`config.mk`:
```
export PLATFORM = sky130hd
export DESIGN_NAME = crossover_child_assembler
export DESIGN_NICKNAME = d
export VERILOG_FILES = /design/src/rtl/neat_xover_pkg.sv /design/src/rtl/gene_src_mux.sv /design/src/rtl/crossover_child_assembler.sv
export SDC_FILE = /design/constraint.sdc
export NUM_CORES = 1
export LEC_CHECK = 0
export CORE_UTILIZATION = 44
export DETAILED_ROUTE_END_ITERATION = 10
export PLACE_DENSITY = 0.88
export SLEW_MARGIN = 20
export SYNTH_ARGS = -nofsm -noshare
export SYNTH_HDL_FRONTEND = slang
export SYNTH_HIERARCHICAL = 1
export SYNTH_SLANG_ARGS = --single-unit
```
`constraint.sdc`:
```
create_clock -name clk -period 1.98 [get_ports clk]
set_clock_uncertainty 0.1 [all_clocks]
set_input_delay 0.198 -clock clk [delete_from_list [all_inputs] [get_ports clk]]
set_output_delay 0.198 -clock clk [all_outputs]
set_load 0.03 [all_outputs]
```
`src/rtl/neat_xover_pkg.sv`:
```
// Shared definitions for the crossover datapath: select-stream codes
// (common with the select generator), assembler state encoding and
// default widths.
package neat_xover_pkg;

  // Select stream codes
  localparam logic [1:0] SEL_P1   = 2'b10;
  localparam logic [1:0] SEL_P2   = 2'b11;
  localparam logic [1:0] SEL_END  = 2'b01;
  localparam logic [1:0] SEL_IDLE = 2'b00;

  // Default widths
  localparam int DEF_GENE_W = 32;
  localparam int DEF_ADDR_W = 8;

  // Assembler states
  typedef enum logic [1:0] {
    ST_IDLE  = 2'd0,
    ST_RUN   = 2'd1,
    ST_DRAIN = 2'd2,
    ST_DONE  = 2'd3
  } state_t;

  // A select code carries a gene when its upper bit is set (10 or 11)
  function automatic logic is_gene(input logic [1:0] s);
    return s[1];
  endfunction

endpackage

```
`src/rtl/gene_src_mux.sv`:
```
// Registered stage-2 data mux: captures the tagged parent's read data
// into the child write-data register when a stage-2 gene is present.
module gene_src_mux #(
  parameter int GENE_W = 32
) (
  input  logic              clk,
  input  logic              rst,
  input  logic              load,
  input  logic              tag,
  input  logic [GENE_W-1:0] p1_rdata,
  input  logic [GENE_W-1:0] p2_rdata,
  output logic [GENE_W-1:0] wdata
);

  logic [GENE_W-1:0] mux_word;

  // Per-bit source selection: tag=1 picks parent 2
  generate
    for (genvar gi = 0; gi < GENE_W; gi++) begin : g_bit
      assign mux_word[gi] = tag ? p2_rdata[gi] : p1_rdata[gi];
    end
  endgenerate

  // Hold the last written word; update only when a gene retires
  always_ff @(posedge clk or negedge rst) begin
    if (!rst) begin
      wdata <= '0;
    end else if (load) begin
      wdata <= mux_word;
    end
  end

endmodule

```
`src/rtl/crossover_child_assembler.sv`:
```
// Child genome assembler: turns the per-gene select stream into parent
// RAM reads and in-order child RAM writes, then reports size and done.
// Optional macro CHILD_SRC_COUNT_EN adds per-parent gene counters.
module crossover_child_assembler
  import neat_xover_pkg::*;
#(
  parameter int GENE_W = DEF_GENE_W,
  parameter int ADDR_W = DEF_ADDR_W
) (
  input  logic              clk,
  input  logic              rst,
  input  logic              start,
  input  logic [1:0]        sel,
  output logic [ADDR_W-1:0] p1_addr,
  input  logic [GENE_W-1:0] p1_rdata,
  output logic [ADDR_W-1:0] p2_addr,
  input  logic [GENE_W-1:0] p2_rdata,
  output logic              child_we,
  output logic [ADDR_W-1:0] child_addr,
  output logic [GENE_W-1:0] child_wdata,
  output logic [ADDR_W-1:0] child_size,
  output logic              busy,
  output logic              done,
  output logic              ovf
`ifdef CHILD_SRC_COUNT_EN
  ,
  output logic [ADDR_W-1:0] p1_gene_cnt,
  output logic [ADDR_W-1:0] p2_gene_cnt
`endif
);

  localparam logic [ADDR_W-1:0] IDX_MAX = {ADDR_W{1'b1}};

  state_t            state_reg, state_next;
  logic              drain_cnt_reg;
  logic [ADDR_W-1:0] idx_reg;

  // Pipeline: stage 1 = address issued, stage 2 = RAM data available
  logic              s1_valid_reg, s2_valid_reg;
  logic              s1_tag_reg, s2_tag_reg;
  logic [ADDR_W-1:0] s1_idx_reg, s2_idx_reg;

  // FSM decode strobes
  logic start_run;
  logic accept;
  logic set_ovf;
  logic finish;

  // State register
  always_ff @(posedge clk or negedge rst) begin
    if (!rst) begin
      state_reg <= ST_IDLE;
    end else begin
      state_reg <= state_next;
    end
  end

  // Next-state logic and per-cycle strobes
  always_comb begin
    state_next = state_reg;
    start_run  = 1'b0;
    accept     = 1'b0;
    set_ovf    = 1'b0;
    finish     = 1'b0;
    case (state_reg)
      ST_IDLE: begin
        if (start) begin
          start_run  = 1'b1;
          state_next = ST_RUN;
        end
      end
      ST_RUN: begin
        if (is_gene(sel)) begin
          if (idx_reg == IDX_MAX) begin
            // No address left for this gene: drop it and wind down
            set_ovf    = 1'b1;
            state_next = ST_DRAIN;
          end else begin
            accept = 1'b1;
          end
        end else if (sel == SEL_END) begin
          state_next = ST_DRAIN;
        end
      end
      ST_DRAIN: begin
        if (drain_cnt_reg) begin
          state_next = ST_DONE;
        end
      end
      ST_DONE: begin
        finish     = 1'b1;
        state_next = ST_IDLE;
      end
      default: state_next = ST_IDLE;
    endcase
  end

  // Two-cycle drain timer so the last accepted gene retires before done
  always_ff @(posedge clk or negedge rst) begin
    if (!rst) begin
      drain_cnt_reg <= 1'b0;
    end else begin
      drain_cnt_reg <= (state_reg == ST_DRAIN) ? ~drain_cnt_reg : 1'b0;
    end
  end

  // Gene index, parent read addresses and stage-1 capture
  always_ff @(posedge clk or negedge rst) begin
    if (!rst) begin
      idx_reg      <= '0;
      p1_addr      <= '0;
      p2_addr      <= '0;
      s1_valid_reg <= 1'b0;
      s1_tag_reg   <= 1'b0;
      s1_idx_reg   <= '0;
    end else begin
      s1_valid_reg <= accept;
      if (start_run) begin
        idx_reg <= '0;
      end else if (accept) begin
        p1_addr    <= idx_reg;
        p2_addr    <= idx_reg;
        s1_tag_reg <= sel[0];
        s1_idx_reg <= idx_reg;
        idx_reg    <= idx_reg + 1'b1;
      end
    end
  end

  // Stage-2 capture and child write strobe/address
  always_ff @(posedge clk or negedge rst) begin
    if (!rst) begin
      s2_valid_reg <= 1'b0;
      s2_tag_reg   <= 1'b0;
      s2_idx_reg   <= '0;
      child_we     <= 1'b0;
      child_addr   <= '0;
    end else begin
      s2_valid_reg <= s1_valid_reg;
      if (s1_valid_reg) begin
        s2_tag_reg <= s1_tag_reg;
        s2_idx_reg <= s1_idx_reg;
      end
      child_we <= s2_valid_reg;
      if (s2_valid_reg) begin
        child_addr <= s2_idx_reg;
      end
    end
  end

  gene_src_mux #(
    .GENE_W (GENE_W)
  ) u_mux (
    .clk      (clk),
    .rst      (rst),
    .load     (s2_valid_reg),
    .tag      (s2_tag_reg),
    .p1_rdata (p1_rdata),
    .p2_rdata (p2_rdata),
    .wdata    (child_wdata)
  );

  // Completion status: size, overflow flag and done pulse
  always_ff @(posedge clk or negedge rst) begin
    if (!rst) begin
      child_size <= '0;
      ovf        <= 1'b0;
      done       <= 1'b0;
    end else begin
      done <= finish;
      if (start_run) begin
        child_size <= '0;
        ovf        <= 1'b0;
      end else begin
        if (set_ovf) begin
          ovf <= 1'b1;
        end
        if (finish) begin
          child_size <= idx_reg;
        end
      end
    end
  end

  assign busy = (state_reg != ST_IDLE);

`ifdef CHILD_SRC_COUNT_EN
  // Per-parent accepted-gene counters; only move while genes are accepted
  always_ff @(posedge clk or negedge rst) begin
    if (!rst) begin
      p1_gene_cnt <= '0;
      p2_gene_cnt <= '0;
    end else if (start_run) begin
      p1_gene_cnt <= '0;
      p2_gene_cnt <= '0;
    end else if (accept) begin
      if (sel[0]) begin
        p2_gene_cnt <= p2_gene_cnt + 1'b1;
      end else begin
        p1_gene_cnt <= p1_gene_cnt + 1'b1;
      end
    end
  end
`endif

endmodule

```
==> results of run 1 <==
==> power breakdown <==
group	total (mW)	switching (mW)	internal [mW]
registers	2.50	0.322	2.18
clock network	1.44	0.605	0.838
logic	3.38	1.88	1.50
==> how the worst min path moves through the flow <==
stage / startpoint / slack [ns] / to / cells after the start
4_1_cts: rst / 0.23 / child_size[0] / 2
3_3_place_gp: rst / 0.05 / child_size[1] / 1
5_1_grt: rst / 0.26 / child_size[0] / 2
2_1_floorplan: rst / -0.20 / child_addr[0] / 0
3_5_place_dp: rst / 0.06 / child_size[1] / 1
6_report: rst / 0.23 / child_size[0] / 2
==> stage by stage <==
step / total power, mW / setup TNS, ns
detailed placement: 5.887 / -0.3410
CTS: 7.349 / 0
floorplan: 4.648 / 0
global route: 7.686 / 0
finish: 7.323 / 0
global placement: 5.770 / 0
==> placed cells by master (no fill, tap or decap), drive strengths merged, types with 3 or more instances in the layout <==
cell type	instances
nor2	44
buf	17
clkbuf	9
a21oi	35
nand3	4
dfrtp	82
nand2	6
or4	4
o211ai	3
o21ai	6
mux2i	41
clkdlybuf4s50	134
inv	8
bufinv	3
ha	5
mux2	25
==> kinds of logic after synthesis <==
family	synth area share [%]
AOI/OAI and AO/OA	7.732
muxes	19.09
buffers and inverters	6.282
xor gates and xnor gates	0.4833
DFF	56.61
and+or+nand+nor	8.078
adders and majority gates	1.726
==> per-layer routing <==
metal	part of all wire (%)	vias up
met2	47	143
met3	7.3	20
met4	2.2	0
met1	44	1317
li1	-	1320
met5	0	-
==> area by class of cell <==
cell class / count / area (um2)
repair buffers: 153 / 1525
flip-flops and latches: 82 / 2054
fillers: 584 / 2500
clock buffers: 9 / 123.9
well taps: 102 / 127.6
multi-input cells: 189 / 1374
inverters: 7 / 26.28
clock inverters: 7 / 116.4
==> what timing repair did <==
| action | 4_1_cts | 5_1_grt |
|---|---|---|
| pin swaps | 0 | 1 |
| cloned | 0 | 0 |
| hold buffers | 1 | 0 |
| gates resized for setup | 3 | 4 |
| hold endpoints to repair | 29 | 0 |
| endpoints found under the setup margin | 8 | 8 |
==> impl_metrics.tcl, run 1 <==
set metrics [dict create \
    status "finished, final reports clean" \
    rsz0062_at_grt "no" \
    post_cts_buffers 0 \
    path_cells "ha_1 > nand4_2 > o21ai_4 > nand2b_4 > mux2_2" \
    ios 137 \
    top_usage_layer "met2" \
    insertedDiodeCount 0 \
    setup_slack_ns 0.05659 \
    synth_top_area_share_pct 56.61 \
    cp-end-kind "flop" \
    wl_mm 8.914 \
    place_area_um2 5070 \
    cp_slowest_stage_delay_ns 0.39 \
    cp.required_ns 2.11 \
    cp_top_family "simple AND/OR/NAND/NOR gates" \
    final_core_util_pct 68.14 \
    finalNonFillerCells 549 \
    ys_ff_latch 82 \
    die_y_um 92.77 \
    grt_pass1_vias 2812 \
    htreeDepth 3 \
    antenna_left 0 \
    r2r-start "idx_reg[1]" \
    syn_area_per_cell_um2 11.88 \
    synth_edf_count 0 \
    fin_crit_ns 1.923 \
    reg2reg_depth 5 \
    synthFlopType "dfrtp_1" \
    critPathKind "flop to flop" \
    root_buffer "clkbuf_8" \
    use_met3_pct 3.941 \
    gp_congestion 0.8124 \
    cts_buffer_depth 2 \
    r2r-end "s1_idx_reg[2]" \
    ir_drop_uv 751.1 \
    min_path_type "input port to async pin" \
    port_buffers 136 \
    cts_buffers 9 \
    crit_fanout 10 \
    max_freq_ghz 0.5199 \
    path_clk_slew_ns 0.09 \
    vias_per_cell 5.100 \
    wire_per_inst_um 16.24 \
    grt_first_pass_wirelength_mm 13.70 \
    syn-instance-count 305 \
    met2_usage_pct 34.31 \
    ys_warn_count 6 \
    timing.critical_path.depth 5 \
    grt_use_met1_pct 25.96 \
    top_register "u_mux/wdata" \
    nNetsFinal 516 \
    antenna_found_initial 0 \
    syn2layout_area_growth_pct 47.53 \
    slew_viol_final 0 \
    critPathLaunch "idx_reg[1]" \
    stdcell_area_um2 5348 \
    synth_common_cells "82 x dfrtp_1, 44 x nor2_1, 41 x mux2i_1" \
    core_um2 7848 \
    crit_path_start_kind "flop" \
    drtPass1Iterations 5 \
    synthTopCellsByArea "dfrtp_1 57%, mux2i_1 11%, mux2_2 7.8%, a21oi_1 4.8%, nor2_1 4.6%" \
    hold_viol 0 \
    yosysSeqAreaShare_pct 56.61 \
    place_hpwl_mm 6.293 \
    rows 32 \
    largest_reg_flops 32 \
    yosysMostFrequentCell "dfrtp_1" \
    cp-endpoint "s1_idx_reg[2]" \
    drc 0 \
    fin_crit_sh_pct 97.14 \
    synth_nets 379 \
    cp_num_buf_inv 0 \
    dpl.cell_count 532 \
    async_reset_ff_share_pct 100.0 \
    drive_gt1_share_pct 14.77 \
    reg2reg_slack_ns 0.06 \
    dr_total_vias 2800 \
    cts_sinks 82 \
    grt_use_total_pct 20.55 \
    finalSetupViolCount 0 \
    slew_headroom_pct 66.48 \
    netlist_area_um2 3625 \
    synth.distinct_cells 30 \
    maxCapViolations 0 \
    worst_hold_slack_ns 0.2277 \
    grt_start_max_net_pins 66 \
    die_w_um 92.77 \
    tightest_slew_ns 0.5027 \
    dr.first_iter.drc_count 57 \
    initial_utilization_pct 46.19 \
    cts_tree "yes" \
    pre_cts_slack_ns -0.05678 \
    insertion_delay_ns 0.35 \
    synth_top_area_cell "dfrtp_1" \
    die-area_um2 8605 \
    p_leak_nw 2.373 \
    p_per_area_nw_per_um2 1369 \
    cp.arrival_ns 2.05 \
    crit_slowest_cell "dfrtp_1" \
    grt-ovfl-total 0 \
]
(Power assumes the default switching activity.)
==> run 2, diff against run 1 <==
--- a/config.mk
+++ b/config.mk
@@ -5,9 +5,11 @@
 export SDC_FILE = /design/constraint.sdc
 export NUM_CORES = 1
 export LEC_CHECK = 0
-export CORE_UTILIZATION = 44
+export ABC_AREA = 1
+export CORE_UTILIZATION = 46
 export DETAILED_ROUTE_END_ITERATION = 10
 export PLACE_DENSITY = 0.88
+export SKIP_CTS_REPAIR_TIMING = 1
 export SLEW_MARGIN = 20
 export SYNTH_ARGS = -nofsm -noshare
 export SYNTH_HDL_FRONTEND = slang
==> run 2 against run 1 <==
Effect of this change:
- routed wire length is 8.6% higher
- sequential cell count stayed put
- first-iteration DRC count grew to 3.1 times the previous value
- via count is 27% higher
- global-route usage is 0.78 points higher
- core utilization is 3.4 points lower
- sequential power is 13% higher
- count of clock-buffer cells in the layout stayed put
- worst hold slack better by 0.021 ns
- critical path type is now flop to output pin
- critical endpoint is now busy
- largest power group unchanged
==> impl_metrics.tcl, run 2 <==
set metrics [dict create \
    synth_common_cells "161 x nand2_1, 86 x inv_1, 82 x dfrtp_1" \
    gp_congestion 0.9048 \
    reg2reg_depth 8 \
    grt_use_total_pct 21.33 \
    cp.required_ns 1.68 \
    rows 34 \
    slew_headroom_pct 63.90 \
    place_hpwl_mm 7.232 \
    status "finished, final reports clean" \
    setup_slack_ns 0.1858 \
    rsz0062_at_grt "no" \
    cts_tree "yes" \
    synth_nets 588 \
    ir_drop_uv 858.6 \
    cp-end-kind "output pin" \
    finalSetupViolCount 0 \
    die_y_um 96.61 \
    synthFlopType "dfrtp_1" \
    drtPass1Iterations 4 \
    ys_ff_latch 82 \
    place_area_um2 5413 \
    largest_reg_flops 32 \
    cts_buffers 9 \
    stdcell_area_um2 5615 \
    p_per_area_nw_per_um2 1512 \
    final_core_util_pct 64.71 \
    port_buffers 136 \
    worst_hold_slack_ns 0.2482 \
    min_path_type "input port to async pin" \
    grt-ovfl-total 0 \
    insertion_delay_ns 0.35 \
    synth_edf_count 0 \
    vias_per_cell 4.747 \
    grt_first_pass_wirelength_mm 16.30 \
    netlist_area_um2 4118 \
    yosysSeqAreaShare_pct 49.83 \
    ys_warn_count 6 \
    top_usage_layer "met2" \
    synthTopCellsByArea "dfrtp_1 50%, nand2_1 15%, inv_1 7.8%, nand3_1 4.9%, nand2_2 3.5%" \
    dpl.cell_count 731 \
    die-area_um2 9333 \
    wl_mm 9.681 \
    drive_gt1_share_pct 9.219 \
    syn_area_per_cell_um2 8.011 \
    nNetsFinal 709 \
    drc 0 \
    grt_start_max_net_pins 46 \
    path_clk_slew_ns 0.09 \
    tightest_slew_ns 0.5407 \
    antenna_left 0 \
    ios 137 \
    crit_path_start_kind "flop" \
    cp.arrival_ns 1.50 \
    finalNonFillerCells 748 \
    reg2reg_slack_ns 0.33 \
    r2r-end "s1_tag_reg" \
    crit_fanout 4 \
    fin_crit_sh_pct 90.61 \
    async_reset_ff_share_pct 100.0 \
    slew_viol_final 0 \
    die_w_um 96.61 \
    setup_tns_ns 0 \
    initial_utilization_pct 47.45 \
    insertedDiodeCount 0 \
    wire_per_inst_um 12.94 \
    max_freq_ghz 0.5574 \
    synth_top_area_share_pct 49.83 \
    htreeDepth 3 \
    syn-instance-count 514 \
    synth.distinct_cells 26 \
    final_common_cell "nand2_1" \
    maxCapViolations 0 \
    syn2layout_area_growth_pct 36.37 \
    fin_crit_ns 1.794 \
    mostFrequentLayoutCells "161 x nand2_1, 134 x clkdlybuf4s50_1, 86 x inv_1, 82 x dfrtp_1, 40 x nand3_1" \
    cts_buffer_depth 2 \
    pre_cts_slack_ns 0.2209 \
    r2r-start "state_reg[1]" \
    p_leak_nw 2.871 \
    critPathLaunch "state_reg[0]" \
    grt_use_met1_pct 26.64 \
    top_register "u_mux/wdata" \
    cts_sinks 82 \
    met2_usage_pct 35.21 \
    dr.first_iter.drc_count 178 \
    cp-endpoint "busy" \
    grt_pass1_vias 3586 \
    hold_viol 0 \
    dr_total_vias 3551 \
    root_buffer "clkbuf_8" \
    antenna_found_initial 0 \
    report.power.total_mw 8.493 \
    synth_top_area_cell "dfrtp_1" \
    use_met3_pct 4.480 \
    critPathKind "flop to output pin" \
    yosysMostFrequentCell "nand2_1" \
    core_um2 8678 \
]
-- run 2: cell types whose count changed in the layout (fill, tap and decap cells not counted), sizes merged, moves of 20 or more --
cell   change
mux2      -24
mux2i     -41
nand2    +181
nor2      -20
inv       +89
o21ai     +22
nand3     +36
-- run 2: power breakdown --
part	total (mW)	switching [mW]	internal, mW
clock network	1.16	0.664	0.493
logic	4.51	2.77	1.74
registers	2.82	0.462	2.36
total	8.49	3.90	4.59
-- run 2: worst min path at each step --
stage	from	end	slack, ns	cells past startpoint
floorplan	rst	child_addr[0]	-0.20	0
global placement	rst	done	0.09	1
detailed placement	rst	done	0.1	1
CTS	rst	child_size[4]	-0.29	1
global route	rst	done	0.29	2
finish	rst	child_size[4]	0.25	2
-- run 2: cells by family (layout without fill, tap and decap cells) --
group / Yosys count / in the layout / share of synthesized area [%]
buf+inv: 123 / 249 / 14.46
flops: 82 / 82 / 49.83
xor+xnor: 3 / 3 / 0.6382
fa+ha+maj: 5 / 5 / 1.519
simple gates: 253 / 253 / 27.32
mux: 1 / 1 / 0.2735
compound gates: 47 / 47 / 5.956
-- run 2: cell type report --
type,count,area [um2]
clock inverters,7,66.31
multi-input cells,309,1470
flip-flops and latches,82,2052
fillers,705,3063
repair buffers,142,1421
well taps,108,135.1
clock buffers,9,123.9
inverters,91,346.6
-- run 2: worst max-delay path: stages, from the launching register on --
cell and delay, ns:
dfrtp_1 0.43, inv_1 0.10, ha_1 0.24, inv_1 0.09
dlymetal6s2s_1 0.29
-- run 2: layer usage --
metal / share of wire [%] / routed length, um
met4: 3.0 / 293
met5: 0 / 0
met2: 47 / 4522
met1: 43 / 4177
met3: 7.1 / 687
==> run 3, diff against run 2 <==
--- a/config.mk
+++ b/config.mk
@@ -5,9 +5,9 @@
 export SDC_FILE = /design/constraint.sdc
 export NUM_CORES = 1
 export LEC_CHECK = 0
-export ABC_AREA = 1
-export CORE_UTILIZATION = 46
+export CORE_UTILIZATION = 44
 export DETAILED_ROUTE_END_ITERATION = 10
+export GPL_ROUTABILITY_DRIVEN = 0
 export PLACE_DENSITY = 0.88
 export SKIP_CTS_REPAIR_TIMING = 1
 export SLEW_MARGIN = 20
==> run 3 against run 2 <==
Effect of this change:
- first-iteration DRC count is 69% lower
- routed wire length down 8.1%
- maximum frequency down 6.2%
- sequential power down 11%
- register-to-register slack got worse by 0.26 ns
- via count decreased by 21%
- critical path depth rose by 1
- die area shrank 7.8%
- total power down 14%
- critical path type is now flop to flop
- largest cell class unchanged
- largest power group unchanged
==> impl_metrics.tcl, run 3 (synthesis results as in run 1) <==
set metrics [dict create \
    status "finished, final reports clean" \
    top_register "u_mux/wdata" \
    grt_first_pass_wirelength_mm 13.59 \
    htreeDepth 3 \
    wl_mm 8.892 \
    final_core_util_pct 68.19 \
    dr_total_vias 2788 \
    grt_pass1_vias 2799 \
    ios 137 \
    core_um2 7848 \
    insertedDiodeCount 0 \
    antenna_left 0 \
    met2RoutedLength_mm 4.143 \
    root_buffer "clkbuf_8" \
    cts_tree "yes" \
    ir_drop_uv 747.1 \
    path_clk_slew_ns 0.09 \
    p_leak_nw 2.378 \
    path_cells "ha_1 > nand4_2 > o21ai_4 > nand2b_4 > mux2_2" \
    cts_buffers 9 \
    drive_gt1_share_pct 14.77 \
    final_common_cell "clkdlybuf4s50_1" \
    grt-ovfl-total 0 \
    worst_hold_slack_ns 0.2265 \
    initial_utilization_pct 46.19 \
    crit_path_start_kind "flop" \
    slew_viol_final 0 \
    hold_viol 0 \
    fin_crit_sh_pct 96.61 \
    die_w_um 92.77 \
    min_path_type "input port to async pin" \
    port_buffers 136 \
    report.power.total_mw 7.326 \
    mostFrequentLayoutCells "134 x clkdlybuf4s50_1, 80 x dfrtp_1, 44 x nor2_1, 41 x mux2i_1, 35 x a21oi_1" \
    slew_headroom_pct 66.11 \
    maxCapViolations 0 \
    dpl.cell_count 532 \
    cp.required_ns 2.11 \
    cts_buffer_depth 2 \
    tightest_slew_ns 0.5084 \
    wl_met3_um 641 \
    nNetsFinal 516 \
    rows 32 \
    cts_sinks 82 \
    die_y_um 92.77 \
    crit_slowest_cell "dfrtp_1" \
    grt_use_total_pct 20.39 \
    finalNonFillerCells 549 \
    cp_slowest_stage_delay_ns 0.38 \
    crit_fanout 10 \
    setup_tns_ns 0 \
    rsz0062_at_grt "no" \
    syn2layout_area_growth_pct 47.64 \
    reg2reg_slack_ns 0.07 \
    dr.first_iter.drc_count 55 \
    die-area_um2 8605 \
    drtPass1Iterations 4 \
    fin_crit_ns 1.913 \
    cp.arrival_ns 2.04 \
    wire_per_inst_um 16.20 \
    cp-end-kind "flop" \
    highest_layer "met4" \
    grt_start_max_net_pins 66 \
    max_freq_ghz 0.5228 \
    vias_per_cell 5.078 \
    p_per_area_nw_per_um2 1369 \
    antenna_found_initial 0 \
    drc 0 \
    critPathKind "flop to flop" \
    finalSetupViolCount 0 \
    largest_reg_flops 32 \
    met1_length_mm 3.905 \
    place_hpwl_mm 6.293 \
    insertion_delay_ns 0.35 \
]
## run 3: cell types whose count changed in the layout (fill, tap and decap cells not counted), moves of 9 or more
cell and delta:
a21oi_1 +17, buf_4 +9, inv_1 -79, mux2_2 +24
mux2i_1 +41, nand2_1 -155, nand2_2 -23, nand3_1 -36
nor2_1 +23, o21ai_0 -18
## run 3: final cells by class
cell class,count,area (um2)
Fill cell,586,2496
Sequential cell,82,2054
Timing Repair Buffer,153,1529
Multi-Input combinational cell,189,1374
Tap cell,102,127.6
Clock buffer,9,123.9
Clock inverter,7,116.4
Inverter,7,26.28
## run 3: worst paths after layout
path                       depth (start not counted)     startpoint             end
hold reg to reg                                    1  drain_cnt_reg   drain_cnt_reg
setup / recovery                                   5     idx_reg[1]   s1_idx_reg[2]
hold / removal                                     2            rst   child_size[0]
min in group clk                                   1  drain_cnt_reg   drain_cnt_reg
max in group asynchronous                          3            rst  u_mux/wdata[3]
setup reg to reg                                   5     idx_reg[1]   s1_idx_reg[2]
## run 3: per-stage QoR
step | worst slack [ns] | cell area, um2
finish | 0.06719 | 5351
global route | 0.006673 | 5351
CTS | -0.1675 | 5310
detailed placement | -0.05678 | 5070
global placement | 0.05645 | 5070
floorplan | 0.1899 | 3625
## run 3: per-layer routing
metal | vias to the layer above | global-route usage [%]
met1 | 1312 | 25.80
met2 | 136 | 33.82
met3 | 19 | 3.941
met4 | 0 | 9.231
li1 | 1321 | -
met5 | - | 0
## run 3: worst max-delay path, delay by kind of cell (launching register included)
kind | cells | cell delay (ns)
adders and majority gates | 1 | 0.25
and+or+nand+nor | 2 | 0.44
DFF | 1 | 0.38
AOI/OAI and AO/OA | 1 | 0.27
muxes | 1 | 0.35
## run 3: power by group
part           internal [mW]  switching, mW  total, mW
clock network          0.838          0.604       1.44
logic                   1.51           1.88       3.39
registers               2.18          0.319       2.50
total                   4.52           2.81       7.33
